## config.mk

```make
export PLATFORM = sky130hd
export DESIGN_NAME = gray_seq_ctrl
export DESIGN_NICKNAME = d
export VERILOG_FILES = /design/src/rtl/gray_seq_ctrl.sv
export SDC_FILE = /design/constraint.sdc
export NUM_CORES = 1
export LEC_CHECK = 0
export ABC_AREA = 1
export BUFFER_PORTS_ARGS = -buffer_cell sky130_fd_sc_hd__buf_2
export CAP_MARGIN = 20
export CORE_MARGIN = 2
export CORE_UTILIZATION = 40
export DETAILED_ROUTE_END_ITERATION = 10
export HOLD_SLACK_MARGIN = 0.15
export PLACE_DENSITY = 0.75
export SLEW_MARGIN = 20
export SYNTH_ARGS = -nofsm -noshare
export SYNTH_HDL_FRONTEND = slang
export SYNTH_SLANG_ARGS = --single-unit
```

## constraint.sdc

```tcl
create_clock -name clk -period 3.79 [get_ports clk]
set_input_delay 0.379 -clock clk [delete_from_list [all_inputs] [get_ports clk]]
set_output_delay 0.379 -clock clk [all_outputs]
set_load 0.005 [all_outputs]
```

## src/rtl/gray_seq_ctrl.sv

```systemverilog
// gray_seq_ctrl
//   Steps a binary count up or down and offers each value, together with its
//   Gray-code image, to a downstream consumer over a valid/ready handshake.
//   Supports a loadable start value and either a single sweep (ends with a
//   one-cycle done pulse) or continuous wrap-around counting.
//
// Ports
//   clk        : rising-edge clock
//   rst_n      : asynchronous active-low reset
//   start      : begin a sequence (IDLE only)
//   stop       : abort the running sequence (RUN only, wins over start)
//   dir        : 0 = count up, 1 = count down (captured when start is taken)
//   continuous : 1 = wrap forever, 0 = single sweep (captured with start)
//   load       : load load_val as next start value (IDLE only)
//   load_val   : value for load
//   ready      : consumer accepts the value currently offered
//   valid      : binary/gray hold a value offered to the consumer
//   binary     : current binary count
//   gray       : binary ^ (binary >> 1), registered alongside binary
//   busy       : high while running
//   done       : one-cycle pulse after the last value of a sweep is taken
module gray_seq_ctrl #(
  parameter int unsigned WIDTH = 4
) (
  input  logic             clk,
  input  logic             rst_n,
  input  logic             start,
  input  logic             stop,
  input  logic             dir,
  input  logic             continuous,
  input  logic             load,
  input  logic [WIDTH-1:0] load_val,
  input  logic             ready,
  output logic             valid,
  output logic [WIDTH-1:0] binary,
  output logic [WIDTH-1:0] gray,
  output logic             busy,
  output logic             done
);

  typedef enum logic [0:0] {
    ST_IDLE = 1'b0,
    ST_RUN  = 1'b1
  } state_t;

  state_t           state_q, state_d;
  logic [WIDTH-1:0] bin_q,   bin_d;
  logic [WIDTH-1:0] gray_q,  gray_d;
  logic             dir_q,   dir_d;
  logic             cont_q,  cont_d;
  logic             done_q,  done_d;

  logic             xfer;
  logic [WIDTH-1:0] end_val;

  // In RUN valid is always high, so a transfer is simply ready.
  assign xfer    = (state_q == ST_RUN) && ready;
  assign end_val = dir_q ? '0 : '1;

  always_comb begin
    state_d = state_q;
    bin_d   = bin_q;
    dir_d   = dir_q;
    cont_d  = cont_q;
    done_d  = 1'b0;

    case (state_q)
      ST_IDLE: begin
        // A load in the same cycle as start becomes the first offered value.
        if (load) begin
          bin_d = load_val;
        end
        if (start && !stop) begin
          state_d = ST_RUN;
          dir_d   = dir;
          cont_d  = continuous;
        end
      end

      ST_RUN: begin
        // stop freezes the count even if the consumer took a value this cycle.
        if (stop) begin
          state_d = ST_IDLE;
        end else if (xfer) begin
          if (!cont_q && (bin_q == end_val)) begin
            state_d = ST_IDLE;
            done_d  = 1'b1;
          end else if (dir_q) begin
            bin_d = bin_q - 1'b1;
          end else begin
            bin_d = bin_q + 1'b1;
          end
        end
      end

      default: begin
        state_d = ST_IDLE;
      end
    endcase

    // Gray is derived from the next binary value so both registers update
    // in the same cycle and gray never lags.
    gray_d = bin_d ^ (bin_d >> 1);
  end

  always_ff @(posedge clk or negedge rst_n) begin
    if (!rst_n) begin
      state_q <= ST_IDLE;
      bin_q   <= '0;
      gray_q  <= '0;
      dir_q   <= 1'b0;
      cont_q  <= 1'b0;
      done_q  <= 1'b0;
    end else begin
      state_q <= state_d;
      bin_q   <= bin_d;
      gray_q  <= gray_d;
      dir_q   <= dir_d;
      cont_q  <= cont_d;
      done_q  <= done_d;
    end
  end

  assign valid  = (state_q == ST_RUN);
  assign busy   = (state_q == ST_RUN);
  assign binary = bin_q;
  assign gray   = gray_q;
  assign done   = done_q;

endmodule

```

==> impl_metrics.toml, run 1 <==
[global_routing]
grt_antenna_before_repair = 0
grt_max_degree = 13
track_usage = 0.165
grt_pass1_wl_mm = 2.96
gr-total-overflow = 0
first_global_vias = 713

[finish]
most-common-layout-cells = "nand2_1, buf_2, nand3_1"
final_util = 0.492
drive_above_1_share = 0.333
fin_cells = 150
antenna_cells = 0
layout_commonest_cell = "nand2_1"
fin_nets = 139
area_delta_synth_final_pct = 18.7

[yosys]
syn_inst = 100
ys_seq_area_frac = 0.346
synth.distinct_cells = 25
synth_area_um2 = 796
syn_nets = 115
syn_avg_cell_area_um2 = 7.96
yosys_warnings = 0
ys_ff_latch = 11

[sta]
tns_ps = 0
fin_crit_ps = 1740
worst_pin_slew_ps = 452
timing.hold.ws_ps = 338
layout_setup_ws_ps = 2050
finalHoldViolCount = 0
max_freq_mhz = 574
clock_skew_ps = 0.861
min_period_over_period = 0.459
setup_viol = 0
rsz0062_at_grt = "no"
finalMaxSlewViolations = 0
slew_headroom = 0.699

[floorplanning]
io_pins = 23
die_h_um = 48.6
start_util = 0.414
row_count = 16
die_w_um = 48.6
die-area_um2 = 2360
core_um2 = 1920

[placement]
dp.cells = 145
place_hpwl_mm = 1.35
post-place-ws_ps = 2050
gp_congestion = 0.769
io_buffers = 22

[clock_tree]
postCtsSetupBuffers = 0
clk_pin_slew_ps = 70
insertion_delay_ps = 270
cts_tree = "yes"
cts_resized = 0
clockRootBuffer = "clkbuf_4"
cts_sinks = 11
cts_max_path_buffers = 2
htreeDepth = 1
cts_buffers = 3

[route]
drt_wl_total_mm = 1.71
drt_iter0_drc = 11
wire_per_inst_um = 11.4
drt.antenna.violating_nets = 0
firstDrtPassIters = 4
routed_via_density = 4.85
drc = 0
routed-via-count = 727

[pwr]
swShare = 0.405
p_comb_frac = 0.418
peakVddDrop_uv = 218
internal-power_uw = 260
power_density_nw_per_um2 = 462
power_frac_seq = 0.395
clkPwrFrac = 0.187
switchingPower_uw = 177
p_leak_uw = 0.000515

[min_path]
min_path_type = "in2reg"

[worst_setup_path]
worst_setup_path_start_kind = "flip-flop"
rrSetupSlack_ps = 2050
crit_required_ps = 3960
slowest_delay_ps = 460
path_max_fanout = 8
end_kind = "flip-flop"
crit_arrival_ps = 1910
worst_path_most_repeated_cell = "nand2_1"
path_class = "reg2reg"
cp_num_buf_inv = 1
crit_family = "simple AND/OR/NAND/NOR gates"
slowest_stage = "dfrtp_1"
path_cells = "ha_1, nand2_1, nor2_4, nand2_4, nand3_1, nand3_2, nand2_2, inv_2, nand2_1, nand2_1"

[run]
drv_cap = 0

[outcome]
run_status = "completed"
==> final cells by class <==
class / count / area [um2]
fill: 199 / 977
multi-input combinational: 76 / 455
sequential: 11 / 275
timing repair buffer: 23 / 120
inverter: 9 / 33.8
tap: 27 / 33.8
clock buffer: 4 / 26.3
==> kinds of logic (layout without fill, tap and decap cells) <==
kind of cell | after synthesis | in the layout | synth area share
simple gates | 60 | 60 | 0.406
mux | 1 | 1 | 0.0141
flops | 11 | 11 | 0.346
compound gates | 11 | 11 | 0.0849
xor+xnor | 1 | 1 | 0.0110
fa+ha+maj | 3 | 3 | 0.0566
buf+inv | 13 | 36 | 0.0818
==> state kept, by name, indices dropped and copies added (netlist names) <==
| signal | cells |
|---|---|
| cont_q | 1 |
| busy | 1 |
| gray | 3 |
| dir_q | 1 |
| done | 1 |
| binary | 4 |
==> metal layers <==
layer	vias to the layer above	track usage	share of wire
met2	12	0.279	0.51
met3	4	0.0309	0.029
li1	369	-	-
met5	-	0	0
met4	0	0.114	0.026
met1	342	0.187	0.43
==> cells in the mapped netlist <==
cell	count	area, um2
o211ai_1	3	22.5
buf_6	1	11.3
nand3_1	12	60.1
nor3_1	1	5.00
nor2_4	1	11.3
inv_1	7	26.3
nor2_1	3	11.3
a21boi_1	1	7.51
nand2_2	5	31.3
nand2_1	30	113
o21ai_0	3	15.0
dfrtp_1	11	275
buf_4	2	15.0
mux2_2	1	11.3
buf_2	1	5.00
xor2_1	1	8.76
inv_2	2	7.51
nand3b_1	1	7.51
nor2_8	1	20.0
nand2_4	3	33.8
a21oi_1	3	15.0
ha_1	2	25.0
o31ai_1	1	7.51
fa_1	1	20.0
nand3_2	3	30.0
==> per-stage QoR <==
step / cell area (um2) / power, uW
after global placement: 908 / 354
after global routing: 945 / 475
after floorplan: 796 / 306
final: 945 / 437
after CTS: 945 / 440
after detailed placement: 908 / 357
==> final timing paths <==
check	start	to	cells past startpoint
worst max-delay path	dir_q	gray[1]	10
worst min-delay path	continuous	cont_q	2
worst max register to register	dir_q	gray[1]	10
worst min register to register	cont_q	cont_q	1
max in group asynchronous	rst_n	binary[3]	2
min in group asynchronous	rst_n	binary[0]	2
==> repair_timing <==
| item | 4_1_cts | 5_1_grt |
|---|---|---|
| hold buffers | 1 | 0 |
| endpoints found under the setup margin | 0 | 0 |
| hold endpoints to repair | 11 | 0 |
==> power groups by stage <==
stage	Clock, uW	Combinational, uW	Sequential [uW]
6_report	81.8	182	172
3_5_place_dp	0	183	175
3_3_place_gp	0	180	174
4_1_cts	83.6	184	172
2_1_floorplan	0	137	169
5_1_grt	87.8	211	176
==> worst reg2reg max path: cells and delay by family (launching register included) <==
kind	cells	cell delay, ps
adder cells (fa/ha/maj)	1	390
buffers and inverters	1	50
flip-flops	1	460
AND/OR/NAND/NOR	8	750
Note: power is estimated with default switching activity, not from simulation.
==> inputs of run 2 (changes only) <==
--- a/config.mk
+++ b/config.mk
@@ -5,14 +5,14 @@
 export SDC_FILE = /design/constraint.sdc
 export NUM_CORES = 1
 export LEC_CHECK = 0
-export ABC_AREA = 1
+export ABC_AREA = 0
 export BUFFER_PORTS_ARGS = -buffer_cell sky130_fd_sc_hd__buf_2
 export CAP_MARGIN = 20
 export CORE_MARGIN = 2
 export CORE_UTILIZATION = 40
 export DETAILED_ROUTE_END_ITERATION = 10
 export HOLD_SLACK_MARGIN = 0.15
-export PLACE_DENSITY = 0.75
+export PLACE_DENSITY = 0.76
 export SLEW_MARGIN = 20
 export SYNTH_ARGS = -nofsm -noshare
 export SYNTH_HDL_FRONTEND = slang
==> constraint.sdc (replaced) <==
create_clock -name clk -period 1.75 [get_ports clk]
set_input_delay 0.175 -clock clk [delete_from_list [all_inputs] [get_ports clk]]
set_output_delay 0.175 -clock clk [all_outputs]
set_load 0.005 [all_outputs]
==> run 2 against run 1 <==
Register-to-register slack got worse by 2200 ps. Total power increased by 130%. The run now ends with negative setup slack left. Combinational power increased to 2.6 times the previous value. Global-route usage increased by 1.6 points. Clock power increased by 120%. Critical path type unchanged. Largest cell class unchanged. Sequential power increased by 110%. Critical path depth decreased by 4. First-iteration DRC count decreased by 91%. Maximum frequency decreased by 6.3%. Highest routed layer is now met3. Cell count decreased by 20%.
==> impl_metrics.toml, run 2 <==
[yosys]
synthSimpleGateAreaFrac = 0.219
syn_inst = 62
ys_seq_area_frac = 0.389
muxShareOfSynthArea = 0.0478
synth_common_cells = "dfrtp_1, nor2b_1, xor2_1"
synth_area_um2 = 707
ys_top_cells_by_area = "dfrtp_1, xor2_1, mux2_1"
synth_edf_count = 0
synth_xor_area_frac = 0.0496
synth.distinct_cells = 33
synth-main-ff-cell = "dfrtp_1"
syn_avg_cell_area_um2 = 11.4
synth-compound-area-share = 0.204
synth_fa_ha_area_frac = 0.0637
synth_top_family_by_area = "simple AND/OR/NAND/NOR gates"
synth_top_cell_by_area = "dfrtp_1"
yosys_warnings = 0
async_reset_ff_frac = 1.00
ys_ff_latch = 11
synth_top_area_share = 0.389
syn_nets = 77
synth_most_common_cell = "dfrtp_1"

[finish]
layout_commonest_cell = "buf_2"
most-common-layout-cells = "buf_2, buf_4, dfrtp_1"
largest_reg_flops = 4
fin_nets = 119
drive_above_1_share = 0.534
antenna_cells = 0
area_delta_synth_final_pct = 48.0
fin_cells = 120

[run]
drv_cap = 0

[min_path]
min_path_type = "in2reg"

[placement]
place_hpwl_mm = 1.17
io_buffers = 22
gp_congestion = 0.762
dp.cells = 106

[worst_setup_path]
rr_startpoint = "dir_q"
crit_required_ps = 1900
cp-startpoint = "dir_q"
crit_arrival_ps = 2010
path_class = "reg2reg"
path_cells = "ha_4, a21oi_2, a21boi_1, or4_1, and3_4, xor2_1"
r2r_end = "gray[2]"
worst_setup_path_start_kind = "flip-flop"
slowest_stage = "or4_1"
end_kind = "flip-flop"
r2r_cells = 6
path_max_fanout = 5
slowest_delay_ps = 490
rrSetupSlack_ps = -110
endpoint = "gray[2]"

[clock_tree]
insertion_delay_ps = 270
cts_sinks = 11
clockRootBuffer = "clkbuf_4"
cts_tree = "yes"
clk_pin_slew_ps = 80
htreeDepth = 1
cts_max_path_buffers = 2
cts_buffers = 3

[route]
firstDrtPassIters = 4
drt_wl_total_mm = 1.59
drt_iter0_drc = 1
routed-via-count = 642
drt.antenna.violating_nets = 0
routed_via_density = 5.35
wire_per_inst_um = 13.3
drc = 0

[floorplanning]
start_util = 0.419
die_h_um = 46.0
row_count = 15
die_w_um = 46.0
io_pins = 23
die-area_um2 = 2120
core_um2 = 1690

[global_routing]
grt_pass1_wl_mm = 2.61
grt.met1_usage = 0.206
first_global_vias = 605
gr-total-overflow = 0
grt_antenna_before_repair = 0
track_usage = 0.180
grt_max_degree = 16
grt_use_met2 = 0.317
use_met3 = 0.0714
top_usage_layer = "met2"

[pwr]
power_density_nw_per_um2 = 969
peakVddDrop_uv = 513
p_leak_uw = 0.000446

[outcome]
violations = "negative setup slack"
run_status = "finished, violations left"

[sta]
max_freq_mhz = 538
fin_crit_ps = 1860
finalHoldViolCount = 0
setup_viol = 5
tns_ps = -366
clock_skew_ps = 8.73
timing.hold.ws_ps = 179
layout_setup_ws_ps = -108
slew_headroom = 0.744
worst_pin_slew_ps = 381
finalMaxSlewViolations = 0
rsz0062_at_grt = "yes"
min_period_over_period = 1.06
-- run 2: critical path, delay by kind of cell (launching register included) --
kind / cells / cell delay [ps]
compound gates: 2 / 200
simple gates: 2 / 670
flops: 1 / 470
fa+ha+maj: 1 / 250
xor+xnor: 1 / 130
-- run 2: how the worst min path moves through the flow --
stage	from	to	slack, ps	cells past startpoint
floorplan	rst_n	binary[0]	-120	0
global placement	rst_n	gray[0]	50	1
detailed placement	rst_n	gray[0]	60	1
CTS	start	busy	160	3
global route	start	busy	190	3
finish	start	busy	180	3
-- run 2: power by group --
group / internal, uW / switching (uW)
Combinational: 264 / 206
Clock: 88.3 / 92.3
Sequential: 314 / 49.1
Total: 666 / 347
-- run 2: cell type report --
| type | count | area [um2] |
|---|---|---|
| multi-input combinational | 48 | 458 |
| sequential | 11 | 279 |
| tap | 17 | 21.3 |
| fill | 148 | 643 |
| timing repair buffer | 40 | 262 |
| clock buffer | 4 | 26.3 |
-- run 2: logic make-up (layout without fill, tap and decap cells) --
kind of cell / Yosys count / after routing
AO/OA/AOI/OAI: 16 / 16
XOR/XNOR: 4 / 4
adder cells (fa/ha/maj): 3 / 3
buffers and inverters: 3 / 44
flip-flops: 11 / 11
multiplexers: 3 / 3
AND/OR/NAND/NOR: 22 / 22
-- run 2: layer usage --
layer | up-vias | share of wire
li1 | 313 | -
met1 | 308 | 0.43
met2 | 21 | 0.51
met3 | 0 | 0.054
met4 | 0 | 0
met5 | - | 0
-- run 2: metrics by stage --
stage / power, uW / utilization / setup slack [ps] / cell area, um2
after global routing: 1100 / 0.619 / -203 / 1050
final: 1010 / 0.619 / -108 / 1050
after global placement: 790 / 0.550 / -94.3 / 928
after floorplan: 646 / - / -88.1 / 756
after CTS: 1020 / 0.613 / -117 / 1030
after detailed placement: 802 / 0.550 / -143 / 928
-- run 2: repair_timing --
| action | in CTS | in global routing |
|---|---|---|
| hold buffers | 5 | 0 |
| pin swaps | 9 | 1 |
| setup buffers | 4 | 1 |
| cloned | 0 | 0 |
| setup endpoints to repair | 3 | 7 |
| endpoints found under the hold margin | 14 | 0 |
| gates resized for setup | 0 | 1 |
==> inputs of run 3 (changes only) <==
--- a/config.mk
+++ b/config.mk
@@ -12,8 +12,8 @@
 export CORE_UTILIZATION = 40
 export DETAILED_ROUTE_END_ITERATION = 10
 export HOLD_SLACK_MARGIN = 0.15
-export PLACE_DENSITY = 0.76
-export SLEW_MARGIN = 20
+export PLACE_DENSITY = 0.68
+export SLEW_MARGIN = 30
 export SYNTH_ARGS = -nofsm -noshare
 export SYNTH_HDL_FRONTEND = slang
 export SYNTH_SLANG_ARGS = --single-unit
==> run 3 against run 2 <==
The run still ends with negative setup slack left. Final area rose by 9.0%. Sequential power fell by 1%. Critical path depth rose by 1. Clock power fell by 4%. Global-route usage fell by 1.2 points. Via count rose by 2.5%. Largest cell class unchanged. Highest routed layer is now met4.
==> impl_metrics.toml, run 3 (synthesized netlist as in run 2, its figures left out) <==
[finish]
antenna_cells = 0
largest_reg_flops = 4
final_cell_area_um2 = 1140
layout_commonest_cell = "buf_2"
area_delta_synth_final_pct = 61.2
fin_cells = 125
most-common-layout-cells = "buf_2, buf_4, dfrtp_1"
drive_above_1_share = 0.583
fin_nets = 124

[worst_setup_path]
crit_family = "simple AND/OR/NAND/NOR gates"
path_cells = "ha_4, nand2_4, a211oi_4, buf_6, or4_1, and3_4, xor2_1"
crit_arrival_ps = 2080
end_kind = "flip-flop"
crit_required_ps = 1910
slowest_stage = "dfrtp_2"
path_max_fanout = 5
cp_num_buf_inv = 1
worst_setup_path_start_kind = "flip-flop"
path_class = "reg2reg"
slowest_delay_ps = 470
rrSetupSlack_ps = -170

[clock_tree]
cts_tree = "yes"
cts_sinks = 11
clockRootBuffer = "clkbuf_4"
cts_buffers = 3
cts_max_path_buffers = 2
htreeDepth = 1
insertion_delay_ps = 270
clk_pin_slew_ps = 80

[min_path]
min_path_type = "in2reg"

[floorplanning]
row_count = 15
die_h_um = 46.0
io_pins = 23
die-area_um2 = 2120
die_w_um = 46.0
start_util = 0.419
core_um2 = 1690

[sta]
worst_pin_slew_ps = 405
min_period_over_period = 1.10
finalHoldViolCount = 0
slew_headroom = 0.729
finalMaxSlewViolations = 0
rsz0062_at_grt = "yes"
layout_setup_ws_ps = -174
max_freq_mhz = 520
clock_skew_ps = 6.17
fin_crit_ps = 1920
setup_viol = 7

[pwr]
p_comb_frac = 0.513
switchingPower_uw = 390
peakVddDrop_uv = 698
internal-power_uw = 704
clkPwrFrac = 0.159
power_frac_seq = 0.327
power_density_nw_per_um2 = 960
p_leak_uw = 0.000490
swShare = 0.356

[placement]
io_buffers = 22
post_dp_cell_area_um2 = 951
dp.cells = 109
place_hpwl_mm = 1.27
gp_congestion = 0.831
post-place-ws_ps = -147

[route]
drt.antenna.violating_nets = 0
wire_per_inst_um = 13.7
drc = 0
firstDrtPassIters = 4
routed_via_density = 5.26
routed-via-count = 658
drt_wl_total_mm = 1.71
drt_iter0_drc = 5

[global_routing]
grt_max_degree = 16
gr-total-overflow = 0
track_usage = 0.168
grt_pass1_wl_mm = 2.45
first_global_vias = 550
grt_antenna_before_repair = 0

[run]
drv_cap = 0

[outcome]
run_status = "finished, violations left"
violations = "negative setup slack"
==> run 3: cell types whose count changed in the layout (fill, tap and decap cells not counted), sizes merged <==
cell    before  now
clkbuf       4    3
clkinv       0    1
buf         35   40
==> run 3: path summary, 6_finish.rpt <==
| kind | from | end | cells past startpoint |
|---|---|---|---|
| worst max-delay path | dir_q | gray[2] | 7 |
| worst min-delay path | start | busy | 3 |
| worst max register to register | dir_q | gray[2] | 7 |
| worst min register to register | cont_q | cont_q | 1 |
| max in group asynchronous | rst_n | dir_q | 2 |
| min in group asynchronous | rst_n | gray[1] | 2 |
==> run 3: power by group through the flow <==
stage                     Clock (uW)  Sequential (uW)  Combinational, uW
after detailed placement           0              364                458
after global routing             196              366                605
after global placement             0              360                449
after CTS                        177              358                472
final                            174              358                561
after floorplan                    0              381                265
==> run 3: routing by layer <==
| metal | track usage | vias to the layer above | wire (um) |
|---|---|---|---|
| met5 | 0 | - | 0 |
| met4 | 0.0514 | 0 | 14 |
| met3 | 0.0357 | 3 | 76 |
| met2 | 0.247 | 22 | 827 |
| met1 | 0.245 | 310 | 792 |
| li1 | - | 323 | - |
==> run 3: worst reg2reg max path, stage by stage, from the launching register on <==
cell	delay, ps
dfrtp_2	470
ha_4	290
nand2_4	90
a211oi_4	50
buf_6	130
or4_1	460
and3_4	190
xor2_1	130
==> run 3: stage by stage <==
stage | total power, uW | setup TNS, ps | utilization | hold WS [ps]
2_1_floorplan | 646 | -88.1 | - | -121
3_3_place_gp | 810 | -467 | 0.563 | 63.4
3_5_place_dp | 822 | -647 | 0.563 | 62.2
4_1_cts | 1010 | -523 | 0.611 | 171
5_1_grt | 1170 | -1000 | 0.675 | 184
6_report | 1090 | -531 | 0.675 | 169
==> run 3: area by class of cell <==
cell class / instances / area (um2)
Tap cell: 17 / 21.3
Sequential cell: 11 / 279
Clock buffer: 3 / 22.5
Multi-Input combinational cell: 48 / 502
Fill cell: 133 / 549
Clock inverter: 1 / 5.00
Timing Repair Buffer: 45 / 310
==> run 3: what timing repair did <==
item                                    in CTS  in global routing
gates resized for setup                      1                 10
buffers inserted                             0                  7
endpoints found under the setup margin       7                  7
pin swaps                                    8                  6
hold endpoints to repair                    14                  0
hold buffers                                 5                  0
